==> config.mk <==
export PLATFORM = sky130hd
export DESIGN_NAME = mem_arbiter
export DESIGN_NICKNAME = d
export VERILOG_FILES = /design/src/rtl/cpu_types_pkg.sv /design/src/rtl/arb_timeout.sv /design/src/rtl/mem_arbiter.sv
export SDC_FILE = /design/constraint.sdc
export NUM_CORES = 1
export LEC_CHECK = 0
export CORE_MARGIN = 8
export CORE_UTILIZATION = 38
export DETAILED_ROUTE_END_ITERATION = 10
export PLACE_DENSITY_LB_ADDON = 0.15
export SLEW_MARGIN = 20
export SYNTH_ARGS = -nofsm -noshare
export SYNTH_HDL_FRONTEND = slang
export SYNTH_SLANG_ARGS = --single-unit
export TNS_END_PERCENT = 50
==> constraint.sdc <==
create_clock -name CLK -period 5.25 [get_ports CLK]
set_clock_uncertainty 0.2 [all_clocks]
set_input_delay 1.3125 -clock CLK [delete_from_list [all_inputs] [get_ports CLK]]
set_output_delay 1.3125 -clock CLK [all_outputs]
set_load 0.01 [all_outputs]
==> src/rtl/cpu_types_pkg.sv <==
// Shared types for the memory arbiter slice.
//   ramstate_t      : RAM handshake status returned with every cycle
//   arb_state_t     : arbiter FSM states
//   word_t          : 32-bit data/address word
//   BADWORD_DEFAULT : load value substituted when an access fails or times out
package cpu_types_pkg;

  typedef logic [31:0] word_t;

  typedef enum logic [1:0] {
    FREE   = 2'd0,
    BUSY   = 2'd1,
    ACCESS = 2'd2,
    ERROR  = 2'd3
  } ramstate_t;

  typedef enum logic [2:0] {
    IDLE  = 3'd0,
    DACC  = 3'd1,
    IACC  = 3'd2,
    DRESP = 3'd3,
    IRESP = 3'd4
  } arb_state_t;

  localparam word_t BADWORD_DEFAULT = 32'hBAD1BAD1;

endpackage

==> src/rtl/arb_timeout.sv <==
// Access-duration counter for the memory arbiter.
// Ports:
//   CLK, nRST : clock, asynchronous active-low reset
//   clear     : forces the count back to zero (arbiter idle)
//   enable    : counts one cycle spent in an access state
//   expired   : count has reached TIMEOUT-1, i.e. this is the last allowed access cycle
module arb_timeout #(
  parameter int unsigned TIMEOUT = 16
) (
  input  logic CLK,
  input  logic nRST,
  input  logic clear,
  input  logic enable,
  output logic expired
);

  localparam logic [7:0] LAST = 8'(TIMEOUT - 1);

  logic [7:0] count_q, count_d;

  // Saturates at 255 rather than wrapping; in practice the arbiter leaves the
  // access state at LAST so the ceiling is never reached.
  always_comb begin
    count_d = count_q;
    if (clear) begin
      count_d = '0;
    end else if (enable && (count_q != 8'hFF)) begin
      count_d = count_q + 8'd1;
    end
  end

  always_ff @(posedge CLK or negedge nRST) begin
    if (!nRST) begin
      count_q <= '0;
    end else begin
      count_q <= count_d;
    end
  end

  assign expired = (count_q == LAST);

endmodule

==> src/rtl/mem_arbiter.sv <==
// Registered arbiter between instruction-fetch and data ports and one RAM port.
// Only one request is in flight; data requests win over fetches. RAM-side
// outputs come straight from flops so the RAM sees stable address/data/enables
// for the whole access, and a hung RAM is turned into a BADWORD error response.
// Ports:
//   CLK, nRST              : clock, asynchronous active-low reset
//   iREN, iaddr            : fetch request / word address (held until iwait drops)
//   iwait, iload           : fetch pending / fetched word
//   dREN, dWEN             : data read / write request (held until dwait drops)
//   daddr, dstore          : data address / write data
//   dwait, dload           : data pending / read data
//   memREN, memWEN         : RAM enables
//   memaddr, memstore      : RAM address / write data
//   ramload, ramstate      : RAM read data / handshake status
//   merr                   : sticky error flag, cleared only by reset
//
// state | meaning
// ------+---------------------------------------------------------------
// IDLE  | no access in flight; next request is captured here
// DACC  | data access on the RAM, waiting for ACCESS/ERROR/timeout
// IACC  | fetch access on the RAM, waiting for ACCESS/ERROR/timeout
// DRESP | data response cycle: dwait low for exactly this cycle
// IRESP | fetch response cycle: iwait low for exactly this cycle
module mem_arbiter
  import cpu_types_pkg::*;
#(
  parameter int unsigned TIMEOUT = 16,
  parameter word_t       BADWORD = BADWORD_DEFAULT
) (
  input  logic        CLK,
  input  logic        nRST,
  input  logic        iREN,
  input  logic [31:0] iaddr,
  output logic        iwait,
  output logic [31:0] iload,
  input  logic        dREN,
  input  logic        dWEN,
  input  logic [31:0] daddr,
  input  logic [31:0] dstore,
  output logic        dwait,
  output logic [31:0] dload,
  output logic        memREN,
  output logic        memWEN,
  output logic [31:0] memaddr,
  output logic [31:0] memstore,
  input  logic [31:0] ramload,
  input  logic [1:0]  ramstate,
  output logic        merr
);

  arb_state_t state_q, state_d;
  word_t      req_addr_q, req_addr_d;
  word_t      req_store_q, req_store_d;
  logic       req_write_q, req_write_d;
  logic       mem_ren_q, mem_ren_d;
  logic       mem_wen_q, mem_wen_d;
  word_t      iload_q, iload_d;
  word_t      dload_q, dload_d;
  logic       merr_q, merr_d;

  ramstate_t  ram_st;
  logic       tmo_clear, tmo_enable, tmo_expired;
  logic       in_access;

  assign ram_st     = ramstate_t'(ramstate);
  assign in_access  = (state_q == DACC) || (state_q == IACC);
  // IDLE always precedes an access state, so clearing there gives a zero
  // count on the first access cycle.
  assign tmo_clear  = (state_q == IDLE);
  assign tmo_enable = in_access;

  arb_timeout #(
    .TIMEOUT (TIMEOUT)
  ) u_timeout (
    .CLK     (CLK),
    .nRST    (nRST),
    .clear   (tmo_clear),
    .enable  (tmo_enable),
    .expired (tmo_expired)
  );

  always_comb begin
    state_d     = state_q;
    req_addr_d  = req_addr_q;
    req_store_d = req_store_q;
    req_write_d = req_write_q;
    mem_ren_d   = 1'b0;
    mem_wen_d   = 1'b0;
    iload_d     = iload_q;
    dload_d     = dload_q;
    merr_d      = merr_q;

    unique case (state_q)
      IDLE: begin
        // A simultaneous read and write request is served as a write.
        if (dWEN || dREN) begin
          state_d     = DACC;
          req_addr_d  = daddr;
          req_store_d = dstore;
          req_write_d = dWEN;
          mem_wen_d   = dWEN;
          mem_ren_d   = !dWEN;
        end else if (iREN) begin
          state_d     = IACC;
          req_addr_d  = iaddr;
          req_write_d = 1'b0;
          mem_ren_d   = 1'b1;
        end
      end

      DACC, IACC: begin
        mem_ren_d = mem_ren_q;
        mem_wen_d = mem_wen_q;
        // ACCESS is honoured even on the last allowed cycle.
        if (ram_st == ACCESS) begin
          if (!req_write_q) begin
            if (state_q == DACC) dload_d = ramload;
            else                 iload_d = ramload;
          end
          state_d   = (state_q == DACC) ? DRESP : IRESP;
          mem_ren_d = 1'b0;
          mem_wen_d = 1'b0;
        end else if ((ram_st == ERROR) || tmo_expired) begin
          if (!req_write_q) begin
            if (state_q == DACC) dload_d = BADWORD;
            else                 iload_d = BADWORD;
          end
          merr_d    = 1'b1;
          state_d   = (state_q == DACC) ? DRESP : IRESP;
          mem_ren_d = 1'b0;
          mem_wen_d = 1'b0;
        end
      end

      DRESP, IRESP: begin
        state_d = IDLE;
      end

      default: begin
        state_d = IDLE;
      end
    endcase
  end

  always_ff @(posedge CLK or negedge nRST) begin
    if (!nRST) begin
      state_q     <= IDLE;
      req_addr_q  <= '0;
      req_store_q <= '0;
      req_write_q <= 1'b0;
      mem_ren_q   <= 1'b0;
      mem_wen_q   <= 1'b0;
      iload_q     <= '0;
      dload_q     <= '0;
      merr_q      <= 1'b0;
    end else begin
      state_q     <= state_d;
      req_addr_q  <= req_addr_d;
      req_store_q <= req_store_d;
      req_write_q <= req_write_d;
      mem_ren_q   <= mem_ren_d;
      mem_wen_q   <= mem_wen_d;
      iload_q     <= iload_d;
      dload_q     <= dload_d;
      merr_q      <= merr_d;
    end
  end

  assign memREN   = mem_ren_q;
  assign memWEN   = mem_wen_q;
  assign memaddr  = req_addr_q;
  assign memstore = req_store_q;
  assign iload    = iload_q;
  assign dload    = dload_q;
  assign merr     = merr_q;

  // Wait follows the request line except during that port's response cycle.
  assign iwait = iREN && (state_q != IRESP);
  assign dwait = (dREN || dWEN) && (state_q != DRESP);

endmodule

==> results.cfg, run 1 <==
[clock_network]
cts_buffer_depth = 2
clk_pin_slew_ns = 0.06
cts_buffers = 17
clock_sink_count = 143
cts_root_buf = clkbuf_16
cts.repair.resized = 0
cts_setup_buffers = 0
htree_levels = 4
cts_tree = yes
postCtsHoldBufs = 0
clk_latency_ns = 0.41

[pwr]
pwr-share-clk_pct = 24.0
swShare_pct = 31.6
peakVddDrop_uv = 267
power_frac_comb_pct = 41.8
p_switching_mw = 1.69
leakagePower_nw = 3.74
p_int_mw = 3.68
pwr-share-seq_pct = 34.2
power_density_nw_per_um2 = 585

[sta]
rsz0062_at_grt = no
slew_headroom_pct = 29.4
fin_setup_tns_ns = 0
layout_setup_ws_ns = 1.02
hold_viol = 0
setup-violations-final = 0
max_slew.worst_pin.slew_ns = 1.06
fin_crit_ns = 4.23
fmax_mhz = 237
slew_violations = 0
finalCritPeriodShare_pct = 80.5

[floorplan]
dieArea_um2 = 19200
initial_core_util_pct = 38.2
die_x_um = 139
fp.dieH_um = 139
core.rowCount = 45
core_um2 = 15000
ios = 268

[logic_synthesis]
postSynthCellCount = 434
synthFlopType = dfrtp_1
yosys_warnings = 0
syn_area_um2 = 5720
avgSynthCellArea_um2 = 13.2
synth.most_common_cell = dfrtp_1
synth_cell_types = 36
synth_seq_cells = 143
ys_async_sr_fraction_pct = 100
synthTopCellsByArea = dfrtp_1, mux2i_1, mux2_2
synth_edf_count = 0
synth.top_cell.area_share_pct = 62.6
synthesis.nets = 570
synth_top_area_cell = dfrtp_1
synthTopCellsByCount = dfrtp_1, nor2_1, mux2i_1
ys_seq_area_share_pct = 62.6

[route]
drt_iter0_markers = 130
vias_per_cell = 5.02
routed-via-count = 4513
drc_errors = 0
dr.pass1.iters = 4
antenna_left = 0
wire_per_inst_um = 18.5
routed_wl_um = 16600

[final_layout]
area_growth_pct = 60.7
utilization_pct = 61.3
diodes = 0
layout-drive-gt1-share_pct = 11.4
nets = 834

[grt]
overflow = 0
antenna_found_initial = 0
track_usage_pct = 17.4
grt_start_max_net_pins = 80
grt_first_pass_wirelength_um = 26800
grt_pass1_vias = 4875

[placement]
dpl.hpwl_um = 12400
pre_cts_slack_ns = 1.04
place.gp.congestion = 0.760
place.port_buffers = 267

[critical_path]
rrSetupSlack_ns = 2.93
cp.arrival_ns = 2.71
cp.depth = 4
cp_data_required_time_ns = 3.74
max_stage_delay_ns = 0.62
worst-path-buf-inv = 2
path_max_fanout = 5
r2r_cells = 5
cp-startpoint = dWEN
rr_startpoint = state_q[2]
r2r-end = memaddr[4]
path_delay_family = buffers and inverters
startpoint_type = input port
cp_common_cell = clkdlybuf4s50_1
crit_type = input port to primary output
critPathSlowestCell = clkdlybuf4s50_1
endpoint = dwait
crit_chain = clkdlybuf4s50_1 -> nor2_4 -> a31oi_1 -> clkdlybuf4s50_1
endpoint_kind = primary output

[job]
max_cap_violations = 0

[run_status]
outcome = finished clean

[hold_path]
hold_class = register to register
[cell families after synthesis]
family	count (synthesis)	synth area share, %
xor gates and xnor gates	3	0.460
buffers and inverters	32	2.98
AOI/OAI and AO/OA	111	14.5
and+or+nand+nor	74	6.28
muxes	70	13.0
adders and majority gates	1	0.219
DFF	143	62.6
[area by class of cell]
cell class / count / area (um2)
Tap cell: 188 / 235
Clock buffer: 18 / 439
Sequential cell: 143 / 3580
Multi-Input combinational cell: 259 / 1980
Fill cell: 1223 / 5790
Timing Repair Buffer: 274 / 2740
Clock inverter: 14 / 205
Inverter: 3 / 11.3
[worst min-delay path by stage]
stage	from	endpoint	slack, ns	depth (start not counted)
6_report	merr	merr	0.27	1
5_1_grt	merr	merr	0.29	1
4_1_cts	merr	merr	0.27	1
3_5_place_dp	merr	merr	0.25	1
3_3_place_gp	merr	merr	0.25	1
2_1_floorplan	u_timeout.count_q[3]	u_timeout.count_q[3]	0.26	1
[sequential cells by signal, summed over array words and instances (netlist names)]
| signal | count |
|---|---|
| state_q | 3 |
| u_timeout.count_q | 8 |
| memREN | 1 |
| memstore | 32 |
| req_write_q | 1 |
| iload | 32 |
| memaddr | 32 |
| merr | 1 |
| dload | 32 |
| memWEN | 1 |
[layer usage]
metal | share of wire, % | vias up | global-route usage [%]
li1 | - | 2117 | -
met1 | 41 | 2221 | 19.7
met2 | 50 | 159 | 29.6
met3 | 7.2 | 16 | 6.64
met4 | 1.7 | 0 | 5.95
met5 | 0 | - | 0
[cells in the final DEF (no fill, tap or decap), types with 4 or more instances in the layout]
master / Yosys / layout
nand4_1: 5 / 5
clkbuf_16: 0 / 17
a21oi_1: 34 / 34
nand2_1: 9 / 9
buf_4: 6 / 6
clkdlybuf4s50_1: 0 / 266
dfrtp_1: 143 / 143
mux2_2: 32 / 32
bufinv_16: 0 / 4
mux2i_1: 37 / 37
a22o_1: 30 / 30
clkinv_4: 0 / 4
nor2_1: 41 / 40
o22a_1: 36 / 36
[power groups by stage]
stage / registers, mW / clock network, mW / logic (mW)
2_1_floorplan: 2.02 / 0 / 0.868
3_3_place_gp: 1.83 / 0 / 2.21
3_5_place_dp: 1.85 / 0 / 2.28
4_1_cts: 1.84 / 1.33 / 2.29
5_1_grt: 1.90 / 1.37 / 2.42
6_report: 1.84 / 1.29 / 2.24
[worst register-to-register path, cell delays in order (launching register included)]
cell	delay, ns
dfrtp_1	0.46
or3_1	0.57
nor2_4	0.53
buf_12	0.27
nor2_1	0.07
a21oi_1	0.15
[stage by stage]
step	instance area, um2	hold WS (ns)	total power [mW]	cells
after global placement	8520	0.247	4.04	866
after detailed placement	8540	0.252	4.13	867
after CTS	9190	0.266	5.45	899
final	9190	0.265	5.37	899
after floorplan	5720	0.258	2.88	434
after global routing	9190	0.286	5.70	899
No activity file was read; power rests on OpenSTA's default activity.
==> inputs of run 2 (changes only) <==
--- a/config.mk
+++ b/config.mk
@@ -6,7 +6,7 @@
 export NUM_CORES = 1
 export LEC_CHECK = 0
 export CORE_MARGIN = 8
-export CORE_UTILIZATION = 38
+export CORE_UTILIZATION = 37
 export DETAILED_ROUTE_END_ITERATION = 10
 export PLACE_DENSITY_LB_ADDON = 0.15
 export SLEW_MARGIN = 20
==> constraint.sdc (replaced) <==
create_clock -name CLK -period 3.5 [get_ports CLK]
set_clock_uncertainty 0.2 [all_clocks]
set_input_delay 0.875 -clock CLK [delete_from_list [all_inputs] [get_ports CLK]]
set_output_delay 0.875 -clock CLK [all_outputs]
set_load 0.01 [all_outputs]
==> run 2 against run 1 <==
Wire length is 0.16% higher; power is 44% higher; flip-flop and latch count stayed put; worst hold slack worse by 0.0074 ns; final area is 0.68% lower; combinational power is 51% higher; clock power is 25% higher; sequential power is 51% higher; global-route usage is 0.34 points lower; critical path depth stayed put; register-to-register slack worse by 1.8 ns; sequential share of layout area is 0.27 points higher; critical path type unchanged; largest power group unchanged; highest routed layer unchanged.
==> results.cfg, run 2 (synthesized netlist as in run 1, its figures left out) <==
[clock_network]
cts_setup_buffers = 0
cts.repair.resized = 0
cts_tree = yes
htree_levels = 4
cts_buffers = 17
clk_latency_ns = 0.41
clk_pin_slew_ns = 0.06
postCtsHoldBufs = 0
clock_sink_count = 143
cts_buffer_depth = 2
cts_root_buf = clkbuf_16

[critical_path]
rrSetupSlack_ns = 1.16
startpoint_type = input port
cp_data_required_time_ns = 2.42
r2r_cells = 5
endpoint_kind = primary output
cp.arrival_ns = 2.22
crit_type = input port to primary output
path_max_fanout = 3

[pwr]
power_density_nw_per_um2 = 850
leakagePower_nw = 3.69
peakVddDrop_uv = 413
total_power_mw = 7.76

[route]
drc_errors = 0
routed_wl_um = 16700
dr.pass1.iters = 4
wire_per_inst_um = 18.5
drt_iter0_markers = 154
wl_met3_um = 1570
top_layer = met4
routed-via-count = 4492
wl_met1_um = 6580
dr_wl_met2_um = 8270
antenna_left = 0
vias_per_cell = 4.99

[floorplan]
core.rowCount = 45
core_um2 = 15100
ios = 268
fp.dieH_um = 140
die_x_um = 140
initial_core_util_pct = 37.7
dieArea_um2 = 19700

[grt]
grt_first_pass_wirelength_um = 26400
overflow = 0
track_usage_pct = 17.1
grt_start_max_net_pins = 77
antenna_found_initial = 0
grt_pass1_vias = 4825

[placement]
placedInstanceArea_um2 = 8590
place.port_buffers = 267
place.gp.congestion = 0.763
dpl.hpwl_um = 12400

[final_layout]
fin_area_um2 = 9130
layout-drive-gt1-share_pct = 11.2
area_growth_pct = 59.7
mostFrequentLayoutCells = clkdlybuf4s50_1, dfrtp_1, nor2_1
diodes = 0
final_common_cell = clkdlybuf4s50_1
fill_cells = 1216
regArea_um2 = 3580
nets = 836
multi_input_area_um2 = 1990
utilization_pct = 60.2

[sta]
fin_hold_ws_ns = 0.258
fin_crit_ns = 3.30
hold_viol = 0
fmax_mhz = 303
setup-violations-final = 0
slew_headroom_pct = 45.6
max_slew.worst_pin.slew_ns = 0.813
rsz0062_at_grt = no
finalCritPeriodShare_pct = 94.3
slew_violations = 0
fin_setup_tns_ns = 0

[job]
max_cap_violations = 0

[hold_path]
hold_class = register to register
hold_depth = 1

[run_status]
outcome = finished clean
[run 2: worst max-delay path, cell delays in order]
cell and delay, ns:
clkdlybuf4s50_1 0.55, nor2_4 0.06, a31oi_1 0.14, clkdlybuf4s50_1 0.60
[run 2: layout make-up]
class	instances	area share (%)
flip-flops and latches	143	39.2
well taps	188	2.58
clock inverters	12	0.974
inverters	3	0.123
repair buffers	276	30.5
clock buffers	19	4.85
multi-input cells	259	21.8
[run 2: worst paths after layout]
path / start / to
worst max-delay path: dREN / dwait
worst min-delay path: merr / merr
worst max register to register: u_timeout.count_q[0] / iload[21]
worst min register to register: merr / merr
max in group asynchronous: nRST / dload[24]
min in group asynchronous: nRST / iload[20]
[run 2: through the flow]
step | cells | setup WS [ns]
floorplan | 434 | 0.528
global placement | 869 | 0.198
detailed placement | 869 | 0.227
CTS | 900 | 0.207
global route | 900 | 0.169
finish | 900 | 0.201
[run 2: where the power goes]
group          leakage, nW  switching [mW]  internal (mW)  total, mW
registers             1.65           0.414           2.35       2.77
clock network        0.240           0.693          0.920       1.61
logic                 1.80            1.42           1.95       3.38
total                 3.69            2.53           5.22       7.76
[run 2: per-layer routing]
layer  vias up  GRT usage [%]
met5         -              0
met2       170           28.5
met3        16           7.78
met4         0           5.54
li1       2123              -
met1      2183           19.0
==> variant: new RTL, config.mk and constraints of run 2 <==
Encoding of `arb_state_t`: now one-hot (5 bits for 5 states).
--- a/src/rtl/cpu_types_pkg.sv
+++ b/src/rtl/cpu_types_pkg.sv
@@ -14,12 +14,12 @@
     ERROR  = 2'd3
   } ramstate_t;
 
-  typedef enum logic [2:0] {
-    IDLE  = 3'd0,
-    DACC  = 3'd1,
-    IACC  = 3'd2,
-    DRESP = 3'd3,
-    IRESP = 3'd4
+  typedef enum logic [4:0] {
+    IDLE  = 5'b00001,
+    DACC  = 5'b00010,
+    IACC  = 5'b00100,
+    DRESP = 5'b01000,
+    IRESP = 5'b10000
   } arb_state_t;
 
   localparam word_t BADWORD_DEFAULT = 32'hBAD1BAD1;
Formal check against the unedited RTL: no difference found for any inputs over 4 cycles, from zero or initial values and one cycle with nRST low; so few cycles prove little.
==> variant against run 2 <==
Synthesized area grew 7.5%. Total power rose by 0.85%. Sequential cell count increased by 2. Core utilization shrank 1.6 points. Register-to-register slack better by 0.05 ns. Sequential power is 1% higher. Cell area is 5.4% higher. Hold slack improved by 0.0087 ns. Worst setup slack better by 0.034 ns. Wire length rose by 4.2%. Critical path type unchanged. Largest power group unchanged.
==> variant: results (changes against run 2) <==
[worst_setup_path]
worstReg2RegStart = u_timeout.count_q[4]$_DFFE_PN0P_  ; was u_timeout.count_q[0]$_DFFE_PN0P_
end_kind = output port  ; unchanged
r2r_setup_slack_ns = 1.21  ; was 1.16 ns
reg2reg_to = iload[24]$_DFFE_PN0P_  ; was iload[21]$_DFFE_PN0P_
crit_arrival_ns = 2.19  ; was 2.22 ns
cp_max_fo = 2  ; was 3
crit_start = dREN  ; unchanged
r2r_cells = 5  ; unchanged

[cts]
clockBufferDepth = 2  ; unchanged
clk_pin_slew_ns = 0.06  ; about the same
clock_tree.root_cell = clkbuf_16  ; unchanged
cts_resized = 0  ; unchanged
post-cts-setup-buffers = 0  ; unchanged
clkLatencyLatePin_ns = 0.41  ; about the same
cts_made_buffers = 17  ; unchanged

[route]
initialDrtViolationCount = 84  ; was 154
vias_per_cell = 4.73  ; was 4.99
wirelength_um = 17300  ; was 16700 um

[synthesis]
async_flop_share = 1.00  ; unchanged
yosysWarnings = 0  ; unchanged
ys_seq_area_frac = 0.591  ; was 0.626
synth_common_cells = dfrtp_1, mux2_2, nand2_1  ; was dfrtp_1, nor2_1, mux2i_1
synth-main-ff-cell = dfrtp_1  ; unchanged
ys_types = 43  ; was 36
yosys-top-cells-area = dfrtp_1, mux2_2, mux2i_1  ; was dfrtp_1, mux2i_1, mux2_2
avgSynthCellArea_um2 = 13.3  ; was 13.2 um2
synthesis.nets = 599  ; was 570

[place]
port_buffers = 267  ; unchanged
dpl.cell_count = 937  ; was 869
dp_hpwl_um = 13100  ; was 12400 um
pre_cts_slack_ns = 0.207  ; was 0.227 ns
placed_area_um2 = 9050  ; was 8590 um2
finalWeightedCongestion = 0.757  ; was 0.763

[global_routing]
antenna_found_initial = 0  ; unchanged
grt_first_pass_wirelength_um = 27000  ; was 26400 um
grt_pass1_vias = 5119  ; was 4825
grt.overflow.total = 0  ; unchanged
gr-usage-all-layers = 0.169  ; was 0.171
grt_max_degree = 77  ; unchanged

[cells_and_area]
final_cells = 969  ; was 900
fin_nets = 872  ; was 836
fillers = 1293  ; was 1216
num_antenna_cells = 0  ; unchanged
drive_gt1_frac = 0.192  ; was 0.112

[sta]
max-slew-margin-rel = 0.476  ; was 0.456
period_share = 0.933  ; was 0.943

[pwr]
leakagePower_nw = 3.97  ; was 3.69 nW
ir_drop_v = 0.000412  ; was 0.000413 V

[status]
outcome = finished clean  ; unchanged

[min_path]
hold_path_class = flip-flop to flip-flop  ; unchanged

==> variant: changes by cell type after synthesis, moves of 5 or more <==
cell      delta
nand2b_1    +18
a22o_1      -28
mux2i_1      -5
mux2_1       +6
nand2_1     +28
o21ai_0     +33
nor2_1      -38
mux2_2      +57
buf_4        -6
and2_1      +15
a21oi_1     -30
o22a_1      -36
==> variant: area by class of cell <==
cell class / count / share of cell area
Timing Repair Buffer: 279 / 0.289
Inverter: 3 / 0.00117
Tap cell: 220 / 0.0286
Multi-Input combinational cell: 290 / 0.246
Clock buffer: 19 / 0.0471
Sequential cell: 145 / 0.377
Clock inverter: 13 / 0.0117
==> variant: how the worst min path moves through the flow <==
stage / from / end / slack, ns / cells past startpoint
detailed placement: merr$_DFFE_PN0P_ / merr$_DFFE_PN0P_ / 0.25 / 1
global route: merr$_DFFE_PN0P_ / merr$_DFFE_PN0P_ / 0.28 / 1
finish: merr$_DFFE_PN0P_ / merr$_DFFE_PN0P_ / 0.27 / 1
CTS: merr$_DFFE_PN0P_ / merr$_DFFE_PN0P_ / 0.27 / 1
floorplan: u_timeout.count_q[2]$_DFFE_PN0P_ / u_timeout.count_q[2]$_DFFE_PN0P_ / 0.29 / 1
global placement: merr$_DFFE_PN0P_ / merr$_DFFE_PN0P_ / 0.25 / 1
==> variant: worst max-delay path, stage by stage <==
cell and delay [ns]:
clkdlybuf4s50_1 0.55, nor2_4 0.06, a31oi_1 0.13, clkdlybuf4s50_1 0.57
==> variant: routing by layer <==
layer / global-route usage / wire length (um) / up-vias
met2: 0.270 / 8060 / 187
met3: 0.0866 / 2130 / 18
li1: - / - / 2185
met4: 0.0613 / 252 / 0
met1: 0.191 / 6910 / 2194
met5: 0 / 0 / -
==> variant: where the power goes <==
| part | switching (mW) | leakage, nW | internal, mW |
|---|---|---|---|
| registers | 0.393 | 1.76 | 2.41 |
| clock network | 0.689 | 0.275 | 1.01 |
| logic | 1.37 | 1.93 | 1.94 |
| total | 2.46 | 3.97 | 5.37 |
==> variant: logic make-up after synthesis <==
kind of cell / share of synthesized area
fa+ha+maj: 0.00204
compound gates: 0.0540
buf+inv: 0.0267
flops: 0.591
mux: 0.228
simple gates: 0.0957
xor+xnor: 0.00285
==> variant: per-stage QoR <==
stage,hold slack (ns),utilization
after CTS,0.272,0.586
after global routing,0.278,0.586
final,0.267,0.586
after global placement,0.251,0.552
after floorplan,0.288,-
after detailed placement,0.253,0.552
